$ cat src/rtl/intr_pkg.sv
// Shared sizing, reset values and vector type for the interrupt controller.
package intr_pkg;

  localparam int N_IRQ = 8;
  localparam logic [N_IRQ-1:0] MASK_RST = 8'hFF;

  typedef logic [N_IRQ-1:0] irq_vec_t;

endpackage

$ cat src/rtl/lsb_onehot.sv
// Isolates the lowest set bit of a vector as a one-hot value (0 when none).
// Bit 0 is the highest priority, so this is the priority encoder used by the
// controller for both the request and the in-service outputs.
module lsb_onehot
  import intr_pkg::*;
(
  input  irq_vec_t vec,
  output irq_vec_t lsb
);

  // Two's-complement trick: x & -x keeps only the lowest set bit.
  always_comb begin
    lsb = vec & (~vec + irq_vec_t'(1));
  end

endmodule

$ cat src/rtl/intr_ctrl.sv
// Interrupt controller: synchronises and edge-detects the external lines,
// tracks pending and in-service requests, and presents one-hot priority
// vectors to the CPU control unit. Priority outputs depend on registered
// state only, so there is no combinational path from any input to them.
module intr_ctrl #(
  parameter int               N_IRQ    = intr_pkg::N_IRQ,
  parameter logic [N_IRQ-1:0] MASK_RST = intr_pkg::MASK_RST
) (
  input  logic             clk,
  input  logic             reset,
  input  logic [N_IRQ-1:0] irq_in,
  input  logic             mask_we,
  input  logic [N_IRQ-1:0] mask_wdata,
  input  logic [N_IRQ-1:0] s_call_intr,
  input  logic [N_IRQ-1:0] s_return_intr,
  output logic [N_IRQ-1:0] min_bit_s,
  output logic [N_IRQ-1:0] min_bit_a,
  output logic [N_IRQ-1:0] pending,
  output logic [N_IRQ-1:0] in_service,
  output logic [N_IRQ-1:0] mask
);

  import intr_pkg::*;

  logic [N_IRQ-1:0] s1;
  logic [N_IRQ-1:0] s2;
  logic [N_IRQ-1:0] s3;
  logic [N_IRQ-1:0] rise;
  logic [N_IRQ-1:0] pending_masked;

  // Two-flop synchroniser plus a history flop for edge detection.
  always_ff @(posedge clk) begin
    if (reset) begin
      s1 <= '0;
      s2 <= '0;
      s3 <= '0;
    end else begin
      s1 <= irq_in;
      s2 <= s1;
      s3 <= s2;
    end
  end

  // A request is a synchronised low-to-high transition.
  always_comb begin
    rise = s2 & ~s3;
  end

  // Pending: a call clears its bit, but a fresh edge on the same bit wins.
  always_ff @(posedge clk) begin
    if (reset) begin
      pending <= '0;
    end else begin
      pending <= (pending & ~s_call_intr) | rise;
    end
  end

  // In-service: a call sets its bit even if the same bit is being returned.
  always_ff @(posedge clk) begin
    if (reset) begin
      in_service <= '0;
    end else begin
      in_service <= (in_service & ~s_return_intr) | s_call_intr;
    end
  end

  // Enable mask; masked lines still pend but are hidden from min_bit_s.
  always_ff @(posedge clk) begin
    if (reset) begin
      mask <= MASK_RST;
    end else if (mask_we) begin
      mask <= mask_wdata;
    end
  end

  // Only enabled pending requests compete for priority.
  always_comb begin
    pending_masked = pending & mask;
  end

  lsb_onehot u_min_s (
    .vec (pending_masked),
    .lsb (min_bit_s)
  );

  lsb_onehot u_min_a (
    .vec (in_service),
    .lsb (min_bit_a)
  );

endmodule
$ cat config.mk
export PLATFORM = sky130hd
export DESIGN_NAME = intr_ctrl
export DESIGN_NICKNAME = d
export VERILOG_FILES = /design/src/rtl/intr_pkg.sv /design/src/rtl/lsb_onehot.sv /design/src/rtl/intr_ctrl.sv
export SDC_FILE = /design/constraint.sdc
export NUM_CORES = 1
export LEC_CHECK = 0
export ABC_AREA = 1
export ABC_CLOCK_PERIOD_IN_PS = 1400
export BUFFER_PORTS_ARGS = -buffer_cell sky130_fd_sc_hd__buf_4
export CAP_MARGIN = 0
export CORE_ASPECT_RATIO = 0.6
export CORE_MARGIN = 4
export CORE_UTILIZATION = 50
export CTS_CLUSTER_DIAMETER = 200
export DETAILED_ROUTE_END_ITERATION = 16
export PLACE_DENSITY = 0.82
export REMOVE_ABC_BUFFERS = 1
export SETUP_SLACK_MARGIN = 0.2
export SYNTH_ARGS = -nofsm -noshare
export SYNTH_HDL_FRONTEND = slang
export SYNTH_SLANG_ARGS = --single-unit
$ cat constraint.sdc
create_clock -name clk -period 1.4 [get_ports clk]
set_input_delay 0.28 -clock clk [delete_from_list [all_inputs] [get_ports clk]]
set_output_delay 0.28 -clock clk [all_outputs]
set_load 0.1 [all_outputs]
==> results of run 1 <==
through the flow:
stage	setup WS [ns]	util, %
after floorplan	-2.338	-
after global placement	0.07720	71.59
after detailed placement	0.04670	71.59
after CTS	-0.2204	85.83
cell usage after synthesis:
cell type | count | area [um2]
buf_6 | 3 | 33.78
dfxtp_1 | 48 | 960.9
nand4_1 | 2 | 12.51
inv_1 | 39 | 146.4
nor3_1 | 4 | 20.02
inv_4 | 1 | 6.260
nand3b_1 | 5 | 37.54
buf_4 | 1 | 7.510
o31ai_2 | 8 | 100.1
buf_2 | 4 | 20.02
nand3_1 | 12 | 60.06
nand2_1 | 33 | 123.9
a21oi_1 | 3 | 15.01
nor2_1 | 52 | 195.2
cells by family after synthesis:
logic type	after synthesis	share of synthesized area, %
compound gates	11	6.619
flops	48	55.25
buf+inv	48	12.30
simple gates	108	25.83
timing repair:
item,CTS
resized for setup,102
pin swaps,12
endpoints found under the setup margin,40
buffers inserted,2
==> results.json, run 1 <==
{
  "tool.error": "[ERROR DPL-0038] Utilization greater than 100%, impossible to legalize",
  "cts_made_buffers": 5,
  "synth_area_per_cell_um2": 8.089,
  "routabilityCongestion": 0.7685,
  "worst_endpoint": "min_bit_a[6]",
  "stop_stage": "global routing",
  "yosysWarnings": 0,
  "cts_buffer_depth": 2,
  "ys_seq_area_share_pct": 55.25,
  "die_h_um": 53.69,
  "yosysUniqueCellTypes": 14,
  "hold_buffers": 0,
  "ctsHtreeMaxLevel": 2,
  "dpl_cell_area_um2": 2365,
  "port_buffers": 74,
  "worst_path_end_type": "output port",
  "dp_cells": 336,
  "grt_max_degree": 28,
  "clock_sinks": 48,
  "rows": 16,
  "chipWidth_um": 84.14,
  "ioPinCount": 75,
  "dp_hpwl_um": 3086,
  "clockRootBuffer": "clkbuf_8",
  "status": "aborted with a tool error",
  "syn_area_um2": 1739,
  "start_util_pct": 52.65,
  "synth-seq-cells": 48,
  "synth_cells": 215
}
==> inputs of run 2 (changes only) <==
--- a/config.mk
+++ b/config.mk
@@ -9,14 +9,11 @@
 export ABC_CLOCK_PERIOD_IN_PS = 1400
 export BUFFER_PORTS_ARGS = -buffer_cell sky130_fd_sc_hd__buf_4
 export CAP_MARGIN = 0
-export CORE_ASPECT_RATIO = 0.6
 export CORE_MARGIN = 4
-export CORE_UTILIZATION = 50
-export CTS_CLUSTER_DIAMETER = 200
+export CORE_UTILIZATION = 40
 export DETAILED_ROUTE_END_ITERATION = 16
-export PLACE_DENSITY = 0.82
+export PLACE_DENSITY_LB_ADDON = 0.15
 export REMOVE_ABC_BUFFERS = 1
-export SETUP_SLACK_MARGIN = 0.2
 export SYNTH_ARGS = -nofsm -noshare
 export SYNTH_HDL_FRONTEND = slang
 export SYNTH_SLANG_ARGS = --single-unit
==> run 2 against run 1 <==
Effect of this change:
- the flow now finishes, with violations (setup timing)
- synthesized cell count unchanged
- synthesized area did not move
==> results.json, run 2 <==
{
  "status": "finished with violations",
  "violations": "setup timing",
  "vias": 1585,
  "routabilityCongestion": 0.8009,
  "grt.met1_usage_pct": 20.56,
  "setup_ws_ns": -0.2115,
  "syn_area_um2": 1739,
  "reg2reg_from": "pending[1]",
  "synth.most_common_cell": "nor2_1",
  "min_period_ns": 1.612,
  "grt_pass1_vias": 1425,
  "synth_top_area_cell": "dfxtp_1",
  "cts_made_buffers": 5,
  "cp_max_fo": 3,
  "synth_edf_count": 0,
  "clockRootBuffer": "clkbuf_8",
  "clk-insertion-delay-late_ns": 0.29,
  "diodes": 0,
  "port_buffers": 74,
  "reg2regPathDepth": 4,
  "reg2reg_slack_ns": 0.54,
  "grt.met2_usage_pct": 24.02,
  "synth_cells": 215,
  "finClkSkew_ns": 0.003816,
  "p_per_area_nw_per_um2": 1149,
  "layout_common_cells": "70 x buf_4, 43 x nor2_1, 36 x inv_1, 36 x dfxtp_1, 25 x nand2_1",
  "synthArstFlopShare_pct": 0,
  "synth-seq-cells": 48,
  "leakagePower_nw": 1.360,
  "nNetsFinal": 339,
  "wl_per_cell_um": 12.02,
  "tightestPinTransition_ns": 0.3247,
  "final_common_cell": "buf_4",
  "grt_usage_pct": 15.42,
  "finalSetupViolCount": 13,
  "setup.worst_path.class": "flip-flop to primary output",
  "cts_tree": "yes",
  "min_path_type": "input port to flip-flop",
  "relSlewSlack_pct": 78.35,
  "clock_sinks": 48,
  "grt_max_degree": 27,
  "finalMaxSlewViolations": 0,
  "cap_violations": 0,
  "die_h_um": 73.94,
  "synth_area_leaders": "dfxtp_1 55%, nor2_1 11%, inv_1 8.4%, nand2_1 7.1%, o31ai_2 5.8%",
  "worst_ir_drop_vdd_uv": 577.9,
  "grt_pass1_wl_um": 6486,
  "chipWidth_um": 73.94,
  "die_area_um2": 5467,
  "synth_flop_cell": "dfxtp_1",
  "hold_path_depth": 3,
  "hold_viol": 0,
  "ys_seq_area_share_pct": 55.25,
  "fmax_ghz": 0.6205,
  "wl_um": 4255,
  "drtIter0Drc": 41,
  "synth.top_cells.by_count": "52 x nor2_1, 48 x dfxtp_1, 39 x inv_1",
  "drive_gt1_share_pct": 46.71,
  "core_um2": 4115,
  "ctsHtreeMaxLevel": 2,
  "rsz0062_at_grt": "yes",
  "antenna_found_initial": 0,
  "syn2layout_area_growth_pct": 60.86,
  "via_per_inst": 4.477,
  "synth_area_per_cell_um2": 8.089,
  "rows": 23,
  "endpoint": "min_bit_s[7]",
  "yosysWarnings": 0,
  "cp-end-kind": "primary output",
  "dpl_cell_area_um2": 2361,
  "timing.rr.end": "pending[1]",
  "period_share_pct": 115.1,
  "firstDrtPassIters": 4,
  "fillers": 336,
  "start_util_pct": 42.26,
  "postRouteAntennaNets": 0,
  "startpoint": "pending[4]",
  "dp_hpwl_um": 3008,
  "grt-ovfl-total": 0,
  "synth_top_area_share_pct": 55.25,
  "crit_arrival_ns": 1.33,
  "cts_buffer_depth": 2,
  "hold_buffers": 0,
  "start_kind": "flip-flop",
  "use_met3_pct": 3.919,
  "ioPinCount": 75,
  "fin_area_um2": 2798,
  "clk_pin_slew_ns": 0.08,
  "yosysUniqueCellTypes": 14,
  "finalSetupTns_ns": -1.978,
  "drc": 0,
  "busiest_layer": "met2",
  "worst_ep_required_time_ns": 1.12
}
[run 2: cell counts after synthesis]
No cell type changed its count.
[run 2: layout make-up]
type / count / area, um2 / share of cell area (%)
Clock buffer: 7 / 96.34 / 3.444
Multi-Input combinational cell: 119 / 678.2 / 24.24
Timing Repair Buffer: 90 / 832.0 / 29.74
Inverter: 40 / 152.6 / 5.456
Tap cell: 50 / 62.56 / 2.236
Sequential cell: 48 / 975.9 / 34.88
[run 2: what timing repair did]
item                                   in CTS  in global routing
pin swaps                                   8                 13
buffers inserted                            6                  4
endpoints found under the hold margin       0                  0
gates resized for setup                    41                 42
setup endpoints to repair                  14                 15
[run 2: cell families after synthesis]
| group | synth area share [%] |
|---|---|
| simple gates | 25.83 |
| buf+inv | 12.30 |
| compound gates | 6.619 |
| flops | 55.25 |
[run 2: worst max-delay path: stages, from the launching register on]
cell and delay [ns]:
dfxtp_2 0.34, nand2_1 0.13, nand2_1 0.08, inv_1 0.10, nand2_4 0.09, nor2_4 0.11, buf_12 0.18
[run 2: how the worst min path moves through the flow]
stage | from | end
5_1_grt | irq_in[4] | s1[4]
3_5_place_dp | s1[5] | s2[5]
3_3_place_gp | s1[5] | s2[5]
6_report | irq_in[1] | s1[1]
2_1_floorplan | reset | in_service[0]
4_1_cts | irq_in[0] | s1[0]
[run 2: metrics by stage]
stage                     instances  worst slack, ns  total power, mW  utilization [%]  hold WS (ns)
after detailed placement        338          0.03548            2.286            57.37        0.3955
final                           354          -0.2115            3.214            67.98        0.1831
after global placement          338          0.07489            2.280            57.37        0.3895
after global routing            354          -0.3238            3.355            67.98        0.1847
after CTS                       351          -0.2330            3.188            63.79        0.1771
after floorplan                 207           -2.338            2.043                -        0.3491
[run 2: where the power goes]
| part | switching [mW] | internal, mW | leakage (nW) |
|---|---|---|---|
| logic | 0.621 | 0.261 | 0.912 |
| registers | 0.0404 | 1.44 | 0.398 |
| clock network | 0.414 | 0.440 | 0.0503 |
[run 2: routing by layer]
metal	vias up	wire length (um)	part of all wire, %
li1	820	-	-
met1	709	1774	42
met2	47	2123	50
met3	9	274	6.4
met4	0	82	1.9
met5	-	0	0
Power figures use the tool's default switching activity.
==> inputs of run 3 (changes only) <==
--- a/config.mk
+++ b/config.mk
@@ -13,6 +13,7 @@
 export CORE_UTILIZATION = 40
 export DETAILED_ROUTE_END_ITERATION = 16
 export PLACE_DENSITY_LB_ADDON = 0.15
+export RECOVER_POWER = 25
 export REMOVE_ABC_BUFFERS = 1
 export SYNTH_ARGS = -nofsm -noshare
 export SYNTH_HDL_FRONTEND = slang
==> run 3 against run 2 <==
Effect of this change:
- the run still ends with setup timing left
- worst hold slack hardly changed
- critical endpoint unchanged
- sequential power hardly changed
- die area stayed put
- maximum frequency hardly changed
==> results.json, run 3 (synthesized netlist as in run 2, its figures left out) <==
{
  "status": "finished with violations",
  "violations": "setup timing",
  "reg2reg_slack_ns": 0.51,
  "clk_pin_slew_ns": 0.08,
  "drc": 0,
  "cap_violations": 0,
  "rsz0062_at_grt": "yes",
  "final_common_cell": "buf_4",
  "die_h_um": 73.94,
  "period_share_pct": 115.1,
  "firstDrtPassIters": 4,
  "worst_ir_drop_vdd_uv": 577.8,
  "tightestPinTransition_ns": 0.5931,
  "cp_max_fo": 3,
  "finClkSkew_ns": 0.003947,
  "p_per_area_nw_per_um2": 1150,
  "critPathMaxStageDelay_ns": 0.34,
  "chipWidth_um": 73.94,
  "met1Wirelength_um": 1745,
  "vias": 1596,
  "grt_usage_pct": 15.42,
  "hold_viol": 0,
  "reg2reg_from": "pending[1]",
  "start_kind": "flip-flop",
  "wl_per_cell_um": 12.01,
  "cts_buffer_depth": 2,
  "grt_max_degree": 27,
  "crit_arrival_ns": 1.33,
  "layout_common_cells": "69 x buf_4, 43 x nor2_1, 37 x inv_1",
  "finalMaxSlewViolations": 0,
  "crit_chain": "nand2_1, nand2_1, inv_1, nand2_4, nor2_4, buf_12",
  "top_layer_used": "met4",
  "drive_gt1_share_pct": 46.38,
  "clockRootBuffer": "clkbuf_8",
  "crit_buf_inv": 2,
  "fin_hold_ws_ns": 0.1832,
  "cts_made_buffers": 5,
  "clock_sinks": 48,
  "dp_hpwl_um": 3008,
  "min_period_ns": 1.612,
  "grt-ovfl-total": 0,
  "path_depth": 6,
  "setup_ws_ns": -0.2116,
  "ctsHtreeMaxLevel": 2,
  "timing.rr.end": "pending[1]",
  "critical-path-top-delay-family": "simple AND/OR/NAND/NOR gates",
  "via_per_inst": 4.508,
  "finalSetupTns_ns": -1.974,
  "cp-end-kind": "primary output",
  "fmax_ghz": 0.6205,
  "setup.worst_path.class": "flip-flop to primary output",
  "pre_cts_ws_ns": 0.03548,
  "postRouteAntennaNets": 0,
  "leakagePower_nw": 1.360,
  "worst_ep_required_time_ns": 1.12,
  "dp_cells": 338,
  "min_path_type": "input port to flip-flop",
  "grt_pass1_wl_um": 6486,
  "cts_tree": "yes",
  "die_area_um2": 5467,
  "core_um2": 4115,
  "routabilityCongestion": 0.8009,
  "cpMostUsedCell": "nand2_1",
  "reg2regPathDepth": 4,
  "rows": 23,
  "wl_met3_um": 299,
  "hold_start": "irq_in[1]",
  "port_buffers": 74,
  "fin_util_pct": 67.86,
  "finalNonFillerCells": 354,
  "clk-insertion-delay-late_ns": 0.29,
  "hold_buffers": 0,
  "ioPinCount": 75,
  "diodes": 0,
  "drtIter0Drc": 38,
  "nNetsFinal": 339,
  "dr_wl_met2_um": 2114,
  "grt_pass1_vias": 1425,
  "finalSetupViolCount": 13,
  "cpMaxStageDelayCell": "dfxtp_2",
  "wl_um": 4250,
  "start_util_pct": 42.26,
  "hold_path_depth": 3,
  "antenna_found_initial": 0,
  "relSlewSlack_pct": 60.46,
  "hold_end": "s1[1]",
  "syn2layout_area_growth_pct": 60.58
}
==> run 3: changes by cell type in the layout (fill, tap and decap cells not counted) <==
cell      change
buf_4         -1
clkbuf_2      +1
inv_1         +1
inv_4         -1
==> run 3: stage by stage <==
step	total power [mW]	instance area, um2
after detailed placement	2.286	2361
after global routing	3.353	2793
after CTS	3.188	2625
final	3.211	2793
after global placement	2.280	2361
after floorplan	2.043	1678
==> run 3: worst max path at each step <==
stage | to | slack, ns | startpoint
floorplan | min_bit_a[4] | -2.34 | in_service[0]
global placement | min_bit_s[6] | 0.07 | mask[1]
detailed placement | min_bit_s[5] | 0.04 | pending[1]
CTS | min_bit_s[6] | -0.23 | pending[0]
global route | min_bit_a[5] | -0.32 | in_service[0]
finish | min_bit_s[7] | -0.21 | pending[4]
==> run 3: where the power goes <==
part,internal [mW],leakage [nW],total (mW),switching (mW)
Clock,0.440,0.0503,0.854,0.414
Combinational,0.260,0.912,0.880,0.621
Sequential,1.44,0.398,1.48,0.0403
==> run 3: area by class of cell <==
class / count / area, um2
Fill cell: 338 / 1323
Sequential cell: 48 / 975.9
Timing Repair Buffer: 90 / 829.5
Multi-Input combinational cell: 119 / 678.2
Inverter: 40 / 150.1
Clock buffer: 7 / 96.34
Tap cell: 50 / 62.56
==> run 3: repair_timing <==
item	4_1_cts	5_1_grt
resized for setup	41	42
endpoints found under the setup margin	14	15
buffers inserted	6	4
pin swaps	8	13
==> run 3: layer usage <==
metal | GRT usage (%) | up-vias
met3 | 3.919 | 11
li1 | - | 820
met5 | 0 | -
met4 | 6.036 | 0
met2 | 24.02 | 56
met1 | 20.56 | 709
==> run 3: worst min-delay path, delay by kind of cell <==
kind	cells	cell delay [ns]
and+or+nand+nor	1	0.06
buffers and inverters	2	0.11
==> inputs of run 4 (changes only) <==
--- a/config.mk
+++ b/config.mk
@@ -6,11 +6,12 @@
 export NUM_CORES = 1
 export LEC_CHECK = 0
 export ABC_AREA = 1
-export ABC_CLOCK_PERIOD_IN_PS = 1400
+export ABC_CLOCK_PERIOD_IN_PS = 2050
 export BUFFER_PORTS_ARGS = -buffer_cell sky130_fd_sc_hd__buf_4
 export CAP_MARGIN = 0
 export CORE_MARGIN = 4
 export CORE_UTILIZATION = 40
+export CTS_CLUSTER_SIZE = 24
 export DETAILED_ROUTE_END_ITERATION = 16
 export PLACE_DENSITY_LB_ADDON = 0.15
 export RECOVER_POWER = 25
==> constraint.sdc (replaced) <==
create_clock -name clk -period 2.05 [get_ports clk]
set_input_delay 0.41 -clock clk [delete_from_list [all_inputs] [get_ports clk]]
set_output_delay 0.41 -clock clk [all_outputs]
set_load 0.1 [all_outputs]
==> run 4 against run 3 <==
Effect of this change:
- the run now ends clean
- core utilization down 9.9 points
- non-clock buffer count is 16 lower
- worst setup slack improved by 0.42 ns
- die area unchanged
- critical path type unchanged
- largest cell class unchanged
- largest power group unchanged
==> results.json, run 4 (synthesized netlist as in run 2, its figures left out) <==
{
  "critPathMaxStageDelay_ns": 0.33,
  "p_per_area_nw_per_um2": 871.1,
  "syn2layout_area_growth_pct": 37.05,
  "fin_hold_ws_ns": 0.3150,
  "die_area_um2": 5467,
  "p_clk_share_pct": 26.8,
  "grt-ovfl-total": 0,
  "fin_util_pct": 57.92,
  "ioPinCount": 75,
  "diodes": 0,
  "grt_pass1_vias": 1325,
  "postCtsSetupRepairBufs": 0,
  "firstDrtPassIters": 4,
  "clock_sinks": 48,
  "cellInternalPower_mw": 1.378,
  "cp-end-kind": "primary output",
  "worst_ir_drop_vdd_uv": 504.9,
  "routabilityCongestion": 0.7758,
  "antenna_found_initial": 0,
  "cpMostUsedCell": "nand2_1",
  "clk-insertion-delay-late_ns": 0.29,
  "clk_pin_slew_ns": 0.08,
  "crit_chain": "nand2_1, nand2_1, nor2_1, nand2_1, nor2_1, buf_4",
  "hold_buffers": 0,
  "min_path_type": "input port to flip-flop",
  "rsz0062_at_grt": "no",
  "period_share_pct": 89.84,
  "fin_area_um2": 2384,
  "cts_buffer_depth": 2,
  "vias": 1460,
  "crit_buf_inv": 1,
  "final_common_cell": "buf_4",
  "nNetsFinal": 323,
  "port_buffers": 74,
  "drc": 0,
  "relSlewSlack_pct": 39.89,
  "start_kind": "flip-flop",
  "crit_arrival_ns": 1.43,
  "grt_usage_pct": 14.36,
  "combPwrFrac_pct": 24.8,
  "drive_gt1_share_pct": 30.80,
  "finalSetupTns_ns": 0,
  "power_mw": 2.076,
  "wl_per_cell_um": 10.98,
  "drtIter0Drc": 125,
  "grt_pass1_wl_um": 5927,
  "core_um2": 4115,
  "rows": 23,
  "power_switching_mw": 0.6979,
  "postRouteAntennaNets": 0,
  "fmax_ghz": 0.5430,
  "regArea_um2": 960.9,
  "via_per_inst": 4.307,
  "cts_made_buffers": 5,
  "start_util_pct": 42.26,
  "critical-path-top-delay-family": "simple AND/OR/NAND/NOR gates",
  "multi_input_area_um2": 564.3,
  "wl_um": 3723,
  "finalMaxSlewViolations": 0,
  "grt_max_degree": 42,
  "hold_viol": 0,
  "dp_hpwl_um": 2856,
  "cpMaxStageDelayCell": "dfxtp_1",
  "cap_violations": 0,
  "tightestPinTransition_ns": 0.9016,
  "setup.worst_path.class": "flip-flop to primary output",
  "status": "finished clean",
  "cts-resized-gates": 0,
  "fillers": 400,
  "ctsHtreeMaxLevel": 2,
  "clockRootBuffer": "clkbuf_8",
  "chipWidth_um": 73.94,
  "power_frac_seq_pct": 48.4,
  "leakagePower_nw": 1.223,
  "worst_ep_required_time_ns": 1.64,
  "die_h_um": 73.94,
  "finClkSkew_ns": 0.006280,
  "finalSetupViolCount": 0,
  "layout_common_cells": "73 x buf_4, 52 x nor2_1, 48 x dfxtp_1",
  "dpl_cell_area_um2": 2296,
  "cts_tree": "yes",
  "cp_max_fo": 4,
  "min_period_ns": 1.842,
  "switching_share_pct": 33.61
}
==> run 4: final timing paths <==
check | cells past startpoint | end | slack (ns) | startpoint
worst max-delay path | 6 | min_bit_s[5] | 0.21 | pending[1]
worst min-delay path | 3 | s1[5] | 0.31 | irq_in[5]
worst max register to register | 4 | in_service[5] | 1.31 | in_service[5]
worst min register to register | 2 | s2[0] | 0.40 | s1[0]
==> run 4: through the flow <==
step / setup slack (ns) / std cells
2_1_floorplan: -1.818 / 207
3_3_place_gp: 0.5477 / 331
3_5_place_dp: 0.4966 / 331
4_1_cts: 0.1706 / 339
5_1_grt: 0.06525 / 339
6_report: 0.2082 / 339
==> run 4: routing by layer <==
layer / GRT usage [%] / up-vias / wire, um
li1: - / 788 / -
met1: 17.06 / 621 / 1667
met3: 4.054 / 8 / 294
met4: 7.243 / 0 / 68
met5: 0 / - / 0
met2: 23.72 / 43 / 1692
==> run 4: layout make-up <==
type | instances | share of cell area (%)
well taps | 50 | 2.625
inverters | 40 | 6.404
clock buffers | 8 | 3.780
repair buffers | 74 | 23.20
flip-flops and latches | 48 | 40.31
multi-input cells | 119 | 23.67
==> run 4: power by group through the flow <==
stage	clock (mW)	combinational (mW)	sequential, mW
6_report	0.556	0.515	1.01
5_1_grt	0.623	0.543	1.01
4_1_cts	0.578	0.520	1.01
3_5_place_dp	0	0.519	1.03
3_3_place_gp	0	0.516	1.03
2_1_floorplan	0	0.164	1.23
==> run 4: worst reg2reg max path, stage by stage, from the launching register on <==
cell and delay, ns:
dfxtp_1 0.34, inv_1 0.09, nor2_1 0.05, nor2_1 0.08, nor2_1 0.04
